===== src/rtl/hovalaag_pkg.sv =====
// Shared constants for the Hovalaag input queue.
// Word width and channel encodings used by the host demux.
package hovalaag_pkg;
  localparam int HV_WORD_W = 12;
  localparam int HV_DEPTH  = 16;
  localparam logic CH_IN1 = 1'b0;
  localparam logic CH_IN2 = 1'b1;
endpackage


===== src/rtl/hovalaag_in_queue_if.sv =====
// Host-side valid/ready push channel into the queue.
// master = host logic, slave = queue.
import hovalaag_pkg::*;

interface hovalaag_in_queue_if #(
  parameter int WIDTH = HV_WORD_W
);
  logic [WIDTH-1:0] host_data;
  logic             host_sel;
  logic             host_valid;
  logic             host_ready;

  modport master (
    output host_data,
    output host_sel,
    output host_valid,
    input  host_ready
  );

  modport slave (
    input  host_data,
    input  host_sel,
    input  host_valid,
    output host_ready
  );
endinterface


===== src/rtl/hovalaag_sfifo.sv =====
// Single-clock FIFO with occupancy count and sync flush.
// Memory is unreset; empty masking happens one level up.
module hovalaag_sfifo #(
  parameter int WIDTH = 12,
  parameter int DEPTH = 16
) (
  input  logic                       clk,
  input  logic                       rst,
  input  logic                       flush,
  input  logic                       push,
  input  logic                       pop,
  input  logic [WIDTH-1:0]           wdata,
  output logic [WIDTH-1:0]           rdata,
  output logic [$clog2(DEPTH+1)-1:0] count,
  output logic                       empty,
  output logic                       full
);
  localparam int AW = $clog2(DEPTH);
  localparam int CW = $clog2(DEPTH+1);

  logic [WIDTH-1:0] r_mem [DEPTH];
  logic [AW-1:0]    r_wr;
  logic [AW-1:0]    r_rd;
  logic [CW-1:0]    r_cnt;
  logic             w_push;
  logic             w_pop;

  assign empty  = (r_cnt == '0);
  assign full   = (r_cnt == CW'(DEPTH));
  assign w_push = push & ~full & ~flush;
  assign w_pop  = pop & ~empty & ~flush;
  assign count  = r_cnt;
  assign rdata  = r_mem[r_rd];

  always_ff @(posedge clk) begin
    if (w_push)
      r_mem[r_wr] <= wdata;
  end

  // Power-of-two depth lets the pointers wrap naturally.
  always_ff @(posedge clk or posedge rst) begin
    if (rst) begin
      r_wr  <= '0;
      r_rd  <= '0;
      r_cnt <= '0;
    end else if (flush) begin
      r_wr  <= '0;
      r_rd  <= '0;
      r_cnt <= '0;
    end else begin
      if (w_push)
        r_wr <= r_wr + AW'(1);
      if (w_pop)
        r_rd <= r_rd + AW'(1);
      case ({w_push, w_pop})
        2'b10:   r_cnt <= r_cnt + CW'(1);
        2'b01:   r_cnt <= r_cnt - CW'(1);
        default: r_cnt <= r_cnt;
      endcase
    end
  end
endmodule


===== src/rtl/hovalaag_in_queue.sv =====
// Dual input queue feeding the Hovalaag core IN1/IN2 ports.
// Host words are demuxed by channel; core advances pop the heads.
import hovalaag_pkg::*;

module hovalaag_in_queue #(
  parameter int WIDTH = HV_WORD_W,
  parameter int DEPTH = HV_DEPTH
) (
  input  logic                       clk,
  input  logic                       rst,
  input  logic                       flush,
  hovalaag_in_queue_if.slave         host,
  output logic [WIDTH-1:0]           IN1,
  input  logic                       IN1_adv,
  output logic [WIDTH-1:0]           IN2,
  input  logic                       IN2_adv,
  output logic [$clog2(DEPTH+1)-1:0] in1_count,
  output logic [$clog2(DEPTH+1)-1:0] in2_count,
  output logic                       in1_empty,
  output logic                       in2_empty,
  output logic [1:0]                 underflow
);
  logic [WIDTH-1:0] w_rdata0;
  logic [WIDTH-1:0] w_rdata1;
  logic [1:0]       w_full;
  logic [1:0]       w_empty;
  logic [1:0]       w_push;
  logic             w_acc;
  logic [1:0]       r_uflow;

  assign host.host_ready = ~rst & ~flush & ~w_full[host.host_sel];
  assign w_acc = host.host_valid & host.host_ready;

  always_comb begin
    w_push = '0;
    unique case (host.host_sel)
      CH_IN1:  w_push[0] = w_acc;
      CH_IN2:  w_push[1] = w_acc;
      default: w_push = '0;
    endcase
  end

  hovalaag_sfifo #(
    .WIDTH(WIDTH),
    .DEPTH(DEPTH)
  ) u_ch0 (
    .clk  (clk),
    .rst  (rst),
    .flush(flush),
    .push (w_push[0]),
    .pop  (IN1_adv),
    .wdata(host.host_data),
    .rdata(w_rdata0),
    .count(in1_count),
    .empty(w_empty[0]),
    .full (w_full[0])
  );

  hovalaag_sfifo #(
    .WIDTH(WIDTH),
    .DEPTH(DEPTH)
  ) u_ch1 (
    .clk  (clk),
    .rst  (rst),
    .flush(flush),
    .push (w_push[1]),
    .pop  (IN2_adv),
    .wdata(host.host_data),
    .rdata(w_rdata1),
    .count(in2_count),
    .empty(w_empty[1]),
    .full (w_full[1])
  );

  // Stale memory behind an empty FIFO must never reach the core.
  assign IN1 = w_empty[0] ? '0 : w_rdata0;
  assign IN2 = w_empty[1] ? '0 : w_rdata1;

  assign in1_empty = w_empty[0];
  assign in2_empty = w_empty[1];
  assign underflow = r_uflow;

  always_ff @(posedge clk or posedge rst) begin
    if (rst)
      r_uflow <= '0;
    else if (flush)
      r_uflow <= '0;
    else
      r_uflow <= r_uflow |
        {IN2_adv & w_empty[1], IN1_adv & w_empty[0]};
  end
endmodule


===== src/flat_wrapper.sv =====
// flat-port wrapper written by rule: the top's interface ports become plain ports
module hovalaag_in_queue_flat 
#(
  parameter int WIDTH = HV_WORD_W,
  parameter int DEPTH = HV_DEPTH
)
  (clk, rst, flush, IN1, IN1_adv, IN2, IN2_adv, in1_count, in2_count, in1_empty, in2_empty, underflow, host_host_data, host_host_sel, host_host_valid, host_host_ready);
  hovalaag_in_queue_if #(.WIDTH(WIDTH)) host_i ();
  input  logic clk;
  input  logic rst;
  input  logic flush;
  output logic [WIDTH-1:0] IN1;
  input  logic IN1_adv;
  output logic [WIDTH-1:0] IN2;
  input  logic IN2_adv;
  output logic [$clog2(DEPTH+1)-1:0] in1_count;
  output logic [$clog2(DEPTH+1)-1:0] in2_count;
  output logic in1_empty;
  output logic in2_empty;
  output logic [1:0] underflow;
  input wire logic [$bits(host_i.host_data)-1:0] host_host_data;
  input wire logic [$bits(host_i.host_sel)-1:0] host_host_sel;
  input wire logic [$bits(host_i.host_valid)-1:0] host_host_valid;
  output wire logic [$bits(host_i.host_ready)-1:0] host_host_ready;
  assign host_i.host_data = host_host_data;
  assign host_i.host_sel = host_host_sel;
  assign host_i.host_valid = host_host_valid;
  assign host_host_ready = host_i.host_ready;
  hovalaag_in_queue #(.WIDTH(WIDTH), .DEPTH(DEPTH)) u_core (.clk(clk), .rst(rst), .flush(flush), .host(host_i), .IN1(IN1), .IN1_adv(IN1_adv), .IN2(IN2), .IN2_adv(IN2_adv), .in1_count(in1_count), .in2_count(in2_count), .in1_empty(in1_empty), .in2_empty(in2_empty), .underflow(underflow));
endmodule

===== config.mk =====
export PLATFORM = sky130hd
export DESIGN_NAME = hovalaag_in_queue_flat
export DESIGN_NICKNAME = d
export VERILOG_FILES = /design/src/rtl/hovalaag_pkg.sv /design/src/rtl/hovalaag_in_queue_if.sv /design/src/rtl/hovalaag_sfifo.sv /design/src/rtl/hovalaag_in_queue.sv /design/src/flat_wrapper.sv
export SDC_FILE = /design/constraint.sdc
export NUM_CORES = 1
export LEC_CHECK = 0
export ABC_AREA = 1
export BUFFER_PORTS_ARGS = -buffer_cell sky130_fd_sc_hd__buf_2
export CAP_MARGIN = 20
export CORE_UTILIZATION = 48
export DETAILED_ROUTE_END_ITERATION = 10
export SLEW_MARGIN = 20
export SYNTH_ARGS = -nofsm -noshare
export SYNTH_HDL_FRONTEND = slang
export SYNTH_SLANG_ARGS = --single-unit

===== constraint.sdc =====
create_clock -name clk -period 2.28 [get_ports clk]
set_input_delay 0.456 -clock clk [delete_from_list [all_inputs] [get_ports clk]]
set_output_delay 0.456 -clock clk [all_outputs]
set_load 0.1 [all_outputs]

==> qor.csv <==
metric,value,unit
synthesis.nets,1341,
area_growth,34.1,%
nNetsFinal,1534,
cp.buffers_inverters,5,
crit_path_start_kind,flip-flop,
cp_data_required_time,1.82,ns
drive_gt1_share,33.0,%
overflow,0,
cts_root_buffer,clkbuf_16,
ant_nets,0,
finalHoldViolations,0,
synth_top_family_by_area,compound AO/OA/AOI/OAI gates,
cp_slowest_cell,dfrtp_2,
ys.warnings.count,0,
yosys.cell_types.count,37,
max_freq,361,MHz
rsz0062_at_grt,yes,
first_global_vias,11100,
die_area,35800,um2
grt_max_degree,50,
clkSinkCount,412,
grtUsageMet1,38.1,%
antenna_found_initial,0,
post-route-period-util,122,%
yosysSeqAreaShare,72.7,%
dp_slack,-0.107,ns
final_cell_area,22600,um2
hp-class,input pin to async pin,
regArea,12300,um2
fin_crit,2.77,ns
drv_slew,0,
die_w,189,um
diodes,0,
violations,negative setup slack,
ios,58,
p_leak,7.81,nW
core_area,34500,um2
use_met3,4.49,%
fillers,2481,
die_h,189,um
start_util,48.7,%
clock_skew,0.0111,ns
tritoncts,yes,
routabilityCongestion,0.843,
dp.final_hpwl,25.3,mm
busiest_layer,met1,
drtIter0Drc,1254,
avgViaCountPerCell,5.95,
via_count,11800,
rows,68,
synthSimpleGateAreaFrac,10.3,%
synth-compound-area-share,12.8,%
gr-usage-met2,37.1,%
routed_wl,46.6,mm
cp_max_fo,7,
ys.flop_type,edfxtp_1,
wl_per_cell,23.4,um
clk_path_buf_depth,3,
vdd_drop_max,1390,uV
synthArstFlopShare,6.80,%
synth_mux_area_share,0,%
placed_area,19200,um2
cts_made_buffers,44,
grt_pass1_wl,67.4,mm
grt_usage,25.2,%
synth_edf_count,384,
route.detailed.drc,0,
path_clk_slew,0.06,ns
setup_slack,-0.492,ns
slew_headroom,50.0,%
p_per_area,1350,nW/um2
path_class,flip-flop to output pin,
crit_arrival,2.32,ns
final_util,65.3,%
setup-violations-final,24,
outcome,finished with violations,
synth_area,16800,um2
critPathTopFamily,buffers and inverters,
slowest_delay,0.46,ns
dr.pass1.iters,5,
cap_violations,0,
multi_input_area,5010,um2
synthAdderAreaFrac,1.04,%
cts.hold.buffers_added,0,
cp-end-kind,output pin,
crit_path_frequent_cell,buf_12,
synthCells,1308,
syn_avg_cell_area,12.9,um2
io_buffers,57,
yosys_register_bits,412,
worst_pin_slew,0.751,ns
worstPathCellList,clkinv_4 > buf_8 > buf_12 > buf_12 > o21ai_2 > o221ai_2 > nand3_2 > a21oi_4 > buf_12,
insertion_delay,0.54,ns
synthXorXnorAreaFrac,0.0520,%
cts-htree-levels,2,
power by group:
| part | leakage [nW] | switching [W] | total (W) | internal (W) |
|---|---|---|---|---|
| Sequential | 3.81 | 0.000167 | 0.00861 | 0.00844 |
| Combinational | 3.28 | 0.00886 | 0.0145 | 0.00568 |
| Clock | 0.716 | 0.00282 | 0.00725 | 0.00443 |
| Total | 7.81 | 0.0119 | 0.0304 | 0.0186 |
cells by family (layout without fill, tap and decap cells):
logic type | count (synthesis) | in the layout
DFF | 412 | 412
xor gates and xnor gates | 1 | 1
adders and majority gates | 14 | 14
buffers and inverters | 129 | 356
AOI/OAI and AO/OA | 357 | 357
and+or+nand+nor | 395 | 395
cell usage after synthesis (4+ instances only):
| cell | count | area (um2) |
|---|---|---|
| nand2_1 | 58 | 218 |
| o21ai_0 | 203 | 1020 |
| dfrtp_1 | 28 | 701 |
| inv_2 | 10 | 37.5 |
| buf_2 | 24 | 120 |
| nand2_2 | 13 | 81.3 |
| o22ai_1 | 13 | 81.3 |
| buf_4 | 5 | 37.5 |
| o221ai_1 | 84 | 736 |
| ha_1 | 14 | 175 |
| edfxtp_1 | 384 | 11500 |
| nor2_1 | 241 | 905 |
| inv_1 | 37 | 139 |
| nand3_1 | 60 | 300 |
| a21oi_1 | 35 | 175 |
| clkbuf_1 | 49 | 184 |
| nand3_2 | 4 | 40.0 |
| o21ai_1 | 17 | 85.1 |
metrics by stage:
stage          TNS (ns)  hold slack (ns)  cells  total power [W]
5_1_grt          -12.36            0.134   1990           0.0314
2_1_floorplan     -2.31            0.375   1308           0.0162
6_report         -10.75            0.101   1990           0.0304
3_3_place_gp     -0.376            0.504   1844           0.0199
4_1_cts          -11.15            0.104   1961           0.0291
3_5_place_dp     -0.885            0.499   1844           0.0201
registers in the layout, indices dropped and copies added (netlist names):
name / count
u_core.u_ch0.count: 5
u_core.u_ch0.r_mem: 192
u_core.u_ch0.r_rd: 4
u_core.u_ch0.r_wr: 4
u_core.u_ch1.count: 5
u_core.u_ch1.r_mem: 192
u_core.u_ch1.r_rd: 4
u_core.u_ch1.r_wr: 4
u_core.underflow: 2
area by class of cell:
type | instances | share of cell area (%)
multi-input combinational | 767 | 22.2
timing repair buffer | 227 | 13.5
inverter | 49 | 0.926
sequential | 412 | 54.4
clock inverter | 16 | 0.998
tap | 455 | 2.52
clock buffer | 64 | 5.49
layer usage:
layer	vias up	share of wire, %
met2	609	45
li1	5286	-
met4	0	2.4
met3	82	8.8
met5	-	0
met1	5872	43
cells in the final DEF, fill, tap and decap left out, types with 10 or more instances in the layout:
cell type / count
inv_2: 11
a21oi_1: 11
clkbuf_1: 15
nand2_2: 13
buf_2: 30
nor2_1: 215
o21ai_2: 28
buf_12: 72
inv_1: 31
dfrtp_4: 10
dfrtp_1: 16
o21ai_0: 136
nand3_1: 31
a21oi_4: 25
nand3_2: 33
o221ai_2: 40
o21ai_1: 53
o221ai_1: 44
buf_16: 10
buf_4: 79
nor2_2: 25
nand2_1: 58
clkbuf_16: 55
ha_1: 12
buf_6: 17
edfxtp_1: 384
what timing repair did:
action,in CTS,in global routing
setup buffers,32,22
pin swaps,61,105
endpoints found under the setup margin,26,28
gates cloned,8,10
gates resized for setup,125,168
tightest hold or removal path, cell delays in order:
cell        delay [ns]
buf_2             0.12
clkinvlp_4        0.08
buf_4             0.41
path summary, 6_finish.rpt:
kind                       slack [ns]  cells past startpoint                     to                  start
min in group clk                 0.22                      3    u_core.underflow[1]                IN2_adv
setup reg to reg                 0.10                     17  u_core.u_ch0.count[4]  u_core.u_ch0.count[2]
setup / recovery                -0.49                      9                 IN2[6]   u_core.u_ch1.r_rd[0]
max in group asynchronous        1.82                      3  u_core.u_ch1.count[2]                    rst
hold reg to reg                  0.51                      2    u_core.underflow[0]    u_core.underflow[0]
hold / removal                   0.10                      3  u_core.u_ch0.count[4]                    rst
Power figures use the tool's default switching activity.
